[src/rtl/pf_lanectrl_pause_pkg.sv]
// Shared definitions for the lane-controller clock-pause protocol.
// Latency: n/a (types, constants and a constant function only).
// Backpressure: n/a.
//
// Used by both the initiator-side sequencer and the downstream pause
// synchroniser so that both ends agree on the synchroniser latency.
package pf_lanectrl_pause_pkg;

  // Largest legal value for any of the cycle-count parameters.
  localparam int unsigned MAX_CYCLES = 255;

  // Shared down-counter width: must hold MAX_CYCLES + max sync latency (2).
  localparam int unsigned CNT_W = 9;

  typedef enum logic [2:0] {
    ST_IDLE    = 3'd0,
    ST_SETUP   = 3'd1,
    ST_UPDATE  = 3'd2,
    ST_HOLD    = 3'd3,
    ST_RELEASE = 3'd4,
    ST_DONE    = 3'd5
  } pause_state_e;

  // Pause synchroniser latency for a given ENABLE_PAUSE_EXTENSION mode.
  // Mode 3'b000 is a straight pass-through; 3'b001..3'b100 add two flops.
  function automatic int unsigned sync_lat(input logic [2:0] mode);
    return (mode == 3'b000) ? 0 : 2;
  endfunction

endpackage

[src/rtl/pf_lanectrl_pause_seq.sv]
// Initiator-side clock-pause sequencer: pause, delay-code update, release, ack.
// Latency: PAUSE/BUSY one cycle after REQ accept; ACK at
//   1+SETUP+SYNC_LAT+1+HOLD+RELEASE+SYNC_LAT cycles after accept.
// Backpressure: none; REQ and CODE_IN are ignored while BUSY.
//
// Ports:
//   CLK, RESET       fabric clock, async active-high reset
//   REQ              level request, sampled only in IDLE
//   CODE_IN          delay code, captured on the accept edge
//   HS_IO_CLK_PAUSE  pause request to the downstream synchroniser
//   DELAY_UPDATE     one-cycle update strobe to the lane controller
//   CODE_OUT         captured code, held until the next accept
//   BUSY             high while a sequence is in progress
//   ACK              one-cycle completion pulse
module pf_lanectrl_pause_seq
  import pf_lanectrl_pause_pkg::*;
#(
  parameter logic [2:0]  ENABLE_PAUSE_EXTENSION = 3'b000,
  parameter int unsigned SETUP_CYCLES           = 4,
  parameter int unsigned HOLD_CYCLES            = 2,
  parameter int unsigned RELEASE_CYCLES         = 4,
  parameter int unsigned CODE_W                 = 8
) (
  input  logic              CLK,
  input  logic              RESET,
  input  logic              REQ,
  input  logic [CODE_W-1:0] CODE_IN,
  output logic              HS_IO_CLK_PAUSE,
  output logic              DELAY_UPDATE,
  output logic [CODE_W-1:0] CODE_OUT,
  output logic              BUSY,
  output logic              ACK
);

  localparam int unsigned SYNC_LAT = sync_lat(ENABLE_PAUSE_EXTENSION);

  // Counter load values; each phase runs until the counter reads zero, so
  // a load of N-1 gives N cycles in that phase.
  localparam logic [CNT_W-1:0] SETUP_LOAD   = CNT_W'(SETUP_CYCLES + SYNC_LAT - 1);
  localparam logic [CNT_W-1:0] HOLD_LOAD    = (HOLD_CYCLES == 0) ? '0 : CNT_W'(HOLD_CYCLES - 1);
  localparam logic [CNT_W-1:0] RELEASE_LOAD = CNT_W'(RELEASE_CYCLES + SYNC_LAT - 1);

  // Reject illegal configurations at elaboration.
  if (SETUP_CYCLES == 0 || SETUP_CYCLES > MAX_CYCLES) begin : g_bad_setup
    $error("pf_lanectrl_pause_seq: SETUP_CYCLES=%0d out of range 1..%0d", SETUP_CYCLES, MAX_CYCLES);
  end
  if (HOLD_CYCLES > MAX_CYCLES) begin : g_bad_hold
    $error("pf_lanectrl_pause_seq: HOLD_CYCLES=%0d out of range 0..%0d", HOLD_CYCLES, MAX_CYCLES);
  end
  if (RELEASE_CYCLES == 0 || RELEASE_CYCLES > MAX_CYCLES) begin : g_bad_release
    $error("pf_lanectrl_pause_seq: RELEASE_CYCLES=%0d out of range 1..%0d", RELEASE_CYCLES, MAX_CYCLES);
  end
  if (ENABLE_PAUSE_EXTENSION > 3'b100) begin : g_bad_mode
    $error("pf_lanectrl_pause_seq: ENABLE_PAUSE_EXTENSION=%0d is not a defined mode", ENABLE_PAUSE_EXTENSION);
  end
  if (CODE_W == 0) begin : g_bad_code_w
    $error("pf_lanectrl_pause_seq: CODE_W must be at least 1");
  end

  pause_state_e      state_q, state_d;
  logic [CNT_W-1:0]  cnt_q, cnt_d;
  logic              accept;

  logic              pause_q, upd_q, busy_q, ack_q;
  logic [CODE_W-1:0] code_q;

  // Next-state and counter logic.
  always_comb begin
    state_d = state_q;
    cnt_d   = cnt_q;
    accept  = 1'b0;
    case (state_q)
      ST_IDLE: begin
        if (REQ) begin
          state_d = ST_SETUP;
          cnt_d   = SETUP_LOAD;
          accept  = 1'b1;
        end
      end
      ST_SETUP: begin
        if (cnt_q == '0) begin
          state_d = ST_UPDATE;
        end else begin
          cnt_d = cnt_q - CNT_W'(1);
        end
      end
      ST_UPDATE: begin
        // With no hold time the pause is released straight after the strobe.
        if (HOLD_CYCLES == 0) begin
          state_d = ST_RELEASE;
          cnt_d   = RELEASE_LOAD;
        end else begin
          state_d = ST_HOLD;
          cnt_d   = HOLD_LOAD;
        end
      end
      ST_HOLD: begin
        if (cnt_q == '0) begin
          state_d = ST_RELEASE;
          cnt_d   = RELEASE_LOAD;
        end else begin
          cnt_d = cnt_q - CNT_W'(1);
        end
      end
      ST_RELEASE: begin
        if (cnt_q == '0) begin
          state_d = ST_DONE;
        end else begin
          cnt_d = cnt_q - CNT_W'(1);
        end
      end
      ST_DONE: begin
        state_d = ST_IDLE;
      end
      default: begin
        state_d = ST_IDLE;
        cnt_d   = '0;
      end
    endcase
  end

  // State, counter and output registers. Outputs are decoded from the next
  // state so they are flop outputs aligned with the state they describe.
  always_ff @(posedge CLK or posedge RESET) begin
    if (RESET) begin
      state_q <= ST_IDLE;
      cnt_q   <= '0;
      pause_q <= 1'b0;
      upd_q   <= 1'b0;
      busy_q  <= 1'b0;
      ack_q   <= 1'b0;
      code_q  <= '0;
    end else begin
      state_q <= state_d;
      cnt_q   <= cnt_d;
      pause_q <= (state_d == ST_SETUP) || (state_d == ST_UPDATE) || (state_d == ST_HOLD);
      upd_q   <= (state_d == ST_UPDATE);
      busy_q  <= (state_d != ST_IDLE);
      ack_q   <= (state_d == ST_DONE);
      if (accept) begin
        code_q <= CODE_IN;
      end
    end
  end

  assign HS_IO_CLK_PAUSE = pause_q;
  assign DELAY_UPDATE    = upd_q;
  assign BUSY            = busy_q;
  assign ACK             = ack_q;
  assign CODE_OUT        = code_q;

endmodule
[config.mk]
export PLATFORM = sky130hd
export DESIGN_NAME = pf_lanectrl_pause_seq
export DESIGN_NICKNAME = d
export VERILOG_FILES = /design/src/rtl/pf_lanectrl_pause_pkg.sv /design/src/rtl/pf_lanectrl_pause_seq.sv
export SDC_FILE = /design/constraint.sdc
export NUM_CORES = 1
export LEC_CHECK = 0
export BUFFER_PORTS_ARGS = -buffer_cell sky130_fd_sc_hd__buf_2
export CORE_MARGIN = 4
export CORE_UTILIZATION = 36
export DETAILED_ROUTE_END_ITERATION = 8
export GPL_ROUTABILITY_DRIVEN = 0
export SYNTH_ARGS = -nofsm -noshare
export SYNTH_HDL_FRONTEND = slang
export SYNTH_SLANG_ARGS = --single-unit
[constraint.sdc]
create_clock -name CLK -period 1.6 [get_ports CLK]
set_input_delay 0.32 -clock CLK [delete_from_list [all_inputs] [get_ports CLK]]
set_output_delay 0.32 -clock CLK [all_outputs]
set_load 0.05 [all_outputs]
Yosys cells after proc, flatten, opt, wreduce, memory -nomap -nowiden
Index checks and enable logic that the tools add are counted.

storage, ports and cells
  word-level logic and storage cells = 38
  bits in registers = 24
  output and inout port bits = 12
  input port bits = 11

operators by class
  eq/ne operators = 11
  add/sub/neg operators = 1
  bitwise gates (word level) = 1
  reduce and logical (&&, ||, !) cells = 7
  mux-type cells = 11

operators with widths
  kind                                                 count
  one-hot mux 9 bit (5 select lines)                   1
  2-to-1 mux 9 bit                                     3
  one-hot mux 3 bit (5 select lines)                   1
  equality test 3 x 2 -> 1 bit, second input constant  4
  2-to-1 mux 3 bit                                     4
  equality test 3 bit, second input constant           3
  logical NOT 9 bit                                    1
  subtractor 9 x 1 -> 9 bit, second input constant     1
  equality test 3 x 1 -> 1 bit, second input constant  2
  inequality test 2 bit, second input constant         2
  logical NOT 3 bit                                    1
  AND reduction 3 bit                                  1
  nonzero test 3 bit                                   1
  logical OR 1 bit                                     2
  2-to-1 mux 1 bit                                     2
  OR reduction 2 bit                                   1
  NOT 1 bit                                            1

Longest topological paths before layout
  depth in word-level cells = 6
  depth in mapped cells = 7
  gate-level depth less buffers = 6

Worst setup path before layout
No wires, ideal clock.

  path kind = register to register
  start = reg cnt_q[0]
  end = reg cnt_q[3]
  clock period less this slack = 1.733 ns
  cell stages (with the launch flop) = 8
  data required time = 1.466 ns
  setup slack = -0.133 ns
  data arrival time = 1.599 ns
  library setup time = 0.134 ns
  path buffers = 1
  cells stage by stage = dfrtp_1 > inv_1 > ha_1 > nor4b_2 > a21oi_2 > buf_6 > o211ai_1 > mux2i_1

between the ends
  word-level cells in the longest chain between the ends = 3
  elaborated cells on any way between the ends = 7
  those cells by class = add/sub: 1; eq/ne: 1; mux: 3; reduce/logical: 2

ends and longest elaborated chain
  what                                                                              line                                                       text
  start: declaration                                                                pf_lanectrl_pause_seq.sv:61                                logic [CNT_W-1:0] cnt_q, cnt_d;
  start signal: assignment                                                          pf_lanectrl_pause_seq.sv:135                               cnt_q <= cnt_d;
  subtractor 9 x 1 -> 9 bit / logical NOT 9 bit (equally long branches)             --
  2-to-1 mux 9 bit, or another cell as far along                                    pf_lanectrl_pause_seq.sv:81, pf_lanectrl_pause_seq.sv:106
  one-hot mux 9 bit (5 select lines) / AND reduction 3 bit (equally long branches)  --

Parallel ways exist; a longest one is shown, timed or not. The select of a mux whose other input is x is not followed.
A chain may end at the register's enable or synchronous reset.

Worst setup path in the final report
  start = reg cnt_q[0]
  end = reg cnt_q[6]

Same word-level chain as after synthesis.

==> results.md <==
* Status: finished with violations
* Failing checks: setup timing
* TritonCTS buffer count at 3
* Post-CTS Hold Buffers at 0
* First-pass GRT wire length at between 5 and 6 mm
* Clock sink count at 24
* Post-synth EDFFs at 0
* ANT nets after route at 0
* Area of the multi-input gates at ~760 um2
* WP data required at ~1800 ps
* Reg-to-Reg Start: cnt_q[0]
* Vias per cell at 5.21
* Commonest non-fill, non-tap cells in the layout: buf_4 (26), dfrtp_1 (24), buf_2 (22)
* Drt total wl at 3.33 mm
* Core ar. at between 0.003 and 0.004 mm2
* Overall routing resource usage at 14.3%
* Crit path capture type: flop
* Post-Syn Instances at 127
* Clock latency on the worst-skew pair at 270 ps
* Die width at approximately 70 um
* Skew final at about 10 ps
* Die Height at 69.8 um
* Avg Inst Size Synth at around 11 um2
* Clock transition at the registers of the reported paths at 90 ps
* Die footprint at 0.00487 mm2
* Slew margin rel. at 68.8%
* Switching share of power at between 40% and 50%
* Pleak at 0.806 nW
* DP Cell Count at 215
* Clock Tree Root: clkbuf_8
* Seq. cell area at 601 um2
* Logic pwr share at 58.4%
* Max_cap viols at 0
* CP arrival at 1910 ps
* GR Overflow Total at 0
* Startpoint Class: flop
* Starting Density at 37.3%
* DRT Pass-1 Iters at 4
* CTS Buffer Depth at 2
* Setup slack, reg-to-reg at -150 ps
* Crit share post-route at 110%
* Htree depth at 1
* Routed len/inst at 14.9 um
* Primary FF master, synth: dfrtp_1
* Antenna diodes at 0
* # setup viols final at 9
* Most common cell after layout, fill and taps aside: buf_4
* Unique masters post-synth at 40
* Share of cells above drive strength 1 at 46.3%
* Synthesized Nets at 140
* Nets@finish at 189
* Fin. max-slew vios at 0
* Power Internal at 0.00208 W
* Yosys reg bits at 24
* Worst Max-Slew Pin Slew at 467 ps
* RSZ-0062 raised after global routing: yes
* Yosys warns at 0
* Vias at 1162
* Fillers at 349
* Crit Reg-Reg Endpoint: cnt_q[6]
* Detailed router's first-iteration violation count at 100
* Seq pwr share at 27.3%
* Rows at 22
* CP max FO at 5
* Post-synthesis sequential area ratio at 43.7%
* Vias in the first global route at 1208
* R2R depth at 6
* Port Buf Inserts at 22
* Clock network power share at 14.4%
* Worst Setup EP: cnt_q[6]
* Post-synth ARST share at 100%
* Largest net degree at the start of global routing at 25
* Antenna violations before repair at 0
* Non-Filler Instances at 223
* Pwr Density at 2000 mW/mm2
* DRC Markers at 0
* Crit path launch: cnt_q[0]
* Hpwl dp at between 2 and 2.5 mm
* CTS tree: done
* Final worst slack at -153 ps
* Worst Hold Class: in -> async
* IO Pins at 23
* Psw at 0.00165 W
* Crit Path Category: reg -> reg
* Synthesized cell area at 0.00138 mm2
* Fmax at between 0.5 and 0.6 GHz
* Fin crit period at 1750 ps
* Setup WS pre-CTS at -202 ps
* Worst VDD drop at 0.00115 V
* Final Hold Viols at 0
* Synthesis-to-layout area growth at 35.9%
-- critical path, stage by stage (launching register included) --
cell and delay (ps):
dfrtp_1 410, inv_2 90, ha_4 130, or4b_4 500, o21ai_4 250, a21oi_1 130, mux2i_1 130
-- synthesized netlist by cell type (all sizes together), types with 2 or more instances --
cell type / instances / share of area, %
buf: 4 / 1.9
o211ai: 14 / 8.7
a21oi: 7 / 2.8
nor2: 6 / 1.6
nand2: 7 / 1.9
inv: 13 / 3.5
clkbuf: 2 / 0.55
nand4: 2 / 0.91
o21ai: 4 / 2.5
nor4b: 2 / 2.8
nor3: 3 / 1.1
mux2i: 8 / 5.8
dfrtp: 24 / 44
ha: 2 / 1.8
a31oi: 2 / 2.0
mux2: 8 / 6.6
nand3: 4 / 1.5
-- power groups by stage --
stage,logic [W],registers (W),clock network [W]
after floorplan,0.000901,0.00145,0
after global placement,0.00194,0.00102,0
after detailed placement,0.00198,0.00103,0
after CTS,0.00212,0.00102,0.000546
after global routing,0.00233,0.00105,0.000576
final,0.00218,0.00102,0.000536
-- logic make-up (layout without fill, tap and decap cells) --
family / Yosys count / in the layout / share of synthesized area, %
muxes: 16 / 16 / 12.4
DFF: 24 / 24 / 43.7
and+or+nand+nor: 29 / 29 / 13.5
buffers and inverters: 19 / 66 / 6.01
AOI/OAI and AO/OA: 35 / 36 / 21.4
adders and majority gates: 2 / 2 / 1.82
xor gates and xnor gates: 2 / 2 / 1.27
-- registers in the layout, indices dropped and copies added (netlist names) --
signal,flops
ACK,1
state_q,3
HS_IO_CLK_PAUSE,1
DELAY_UPDATE,1
CODE_OUT,8
BUSY,1
cnt_q,9
-- cell type report --
type                    instances  area share (%)
clock buffers                   3            2.21
clock inverters                 1            1.61
inverters                      13            2.61
multi-input cells              85            40.8
flip-flops and latches         24            32.2
well taps                      48            3.22
repair buffers                 49            17.4
-- what timing repair did --
action                     CTS  global route
pin swaps                    1             8
setup buffers                2             1
gates cloned                 1             0
resized for setup            4             5
setup endpoints to repair    9            13
-- worst min path at each step --
stage           from  cells after the start  slack [ps]          end
4_1_cts        RESET                      3          90     cnt_q[4]
6_report       RESET                      3          80     cnt_q[4]
5_1_grt        RESET                      3         120  CODE_OUT[5]
3_3_place_gp   RESET                      3         380  CODE_OUT[5]
2_1_floorplan  RESET                      1         330          ACK
3_5_place_dp   RESET                      3         390  CODE_OUT[7]
-- per-layer routing --
metal	part of all wire (%)	up-vias	track usage, %
met4	1.7	0	5.74
met2	53	16	24.8
met5	0	-	0
met3	1.7	4	2.32
li1	-	564	-
met1	43	578	17.7
-- metrics by stage --
step,utilization (%),power [W],hold slack (ps),TNS (ps),cell area (um2)
floorplan,-,0.00235,335,-836,1380
global placement,46.4,0.00295,381,-1130,1710
detailed placement,46.4,0.00301,388,-1650,1710
CTS,49.8,0.00369,93.6,-873,1840
global route,50.6,0.00396,119,-1650,1870
finish,50.6,0.00374,76.0,-1000,1870
(Power assumes the default switching activity.)
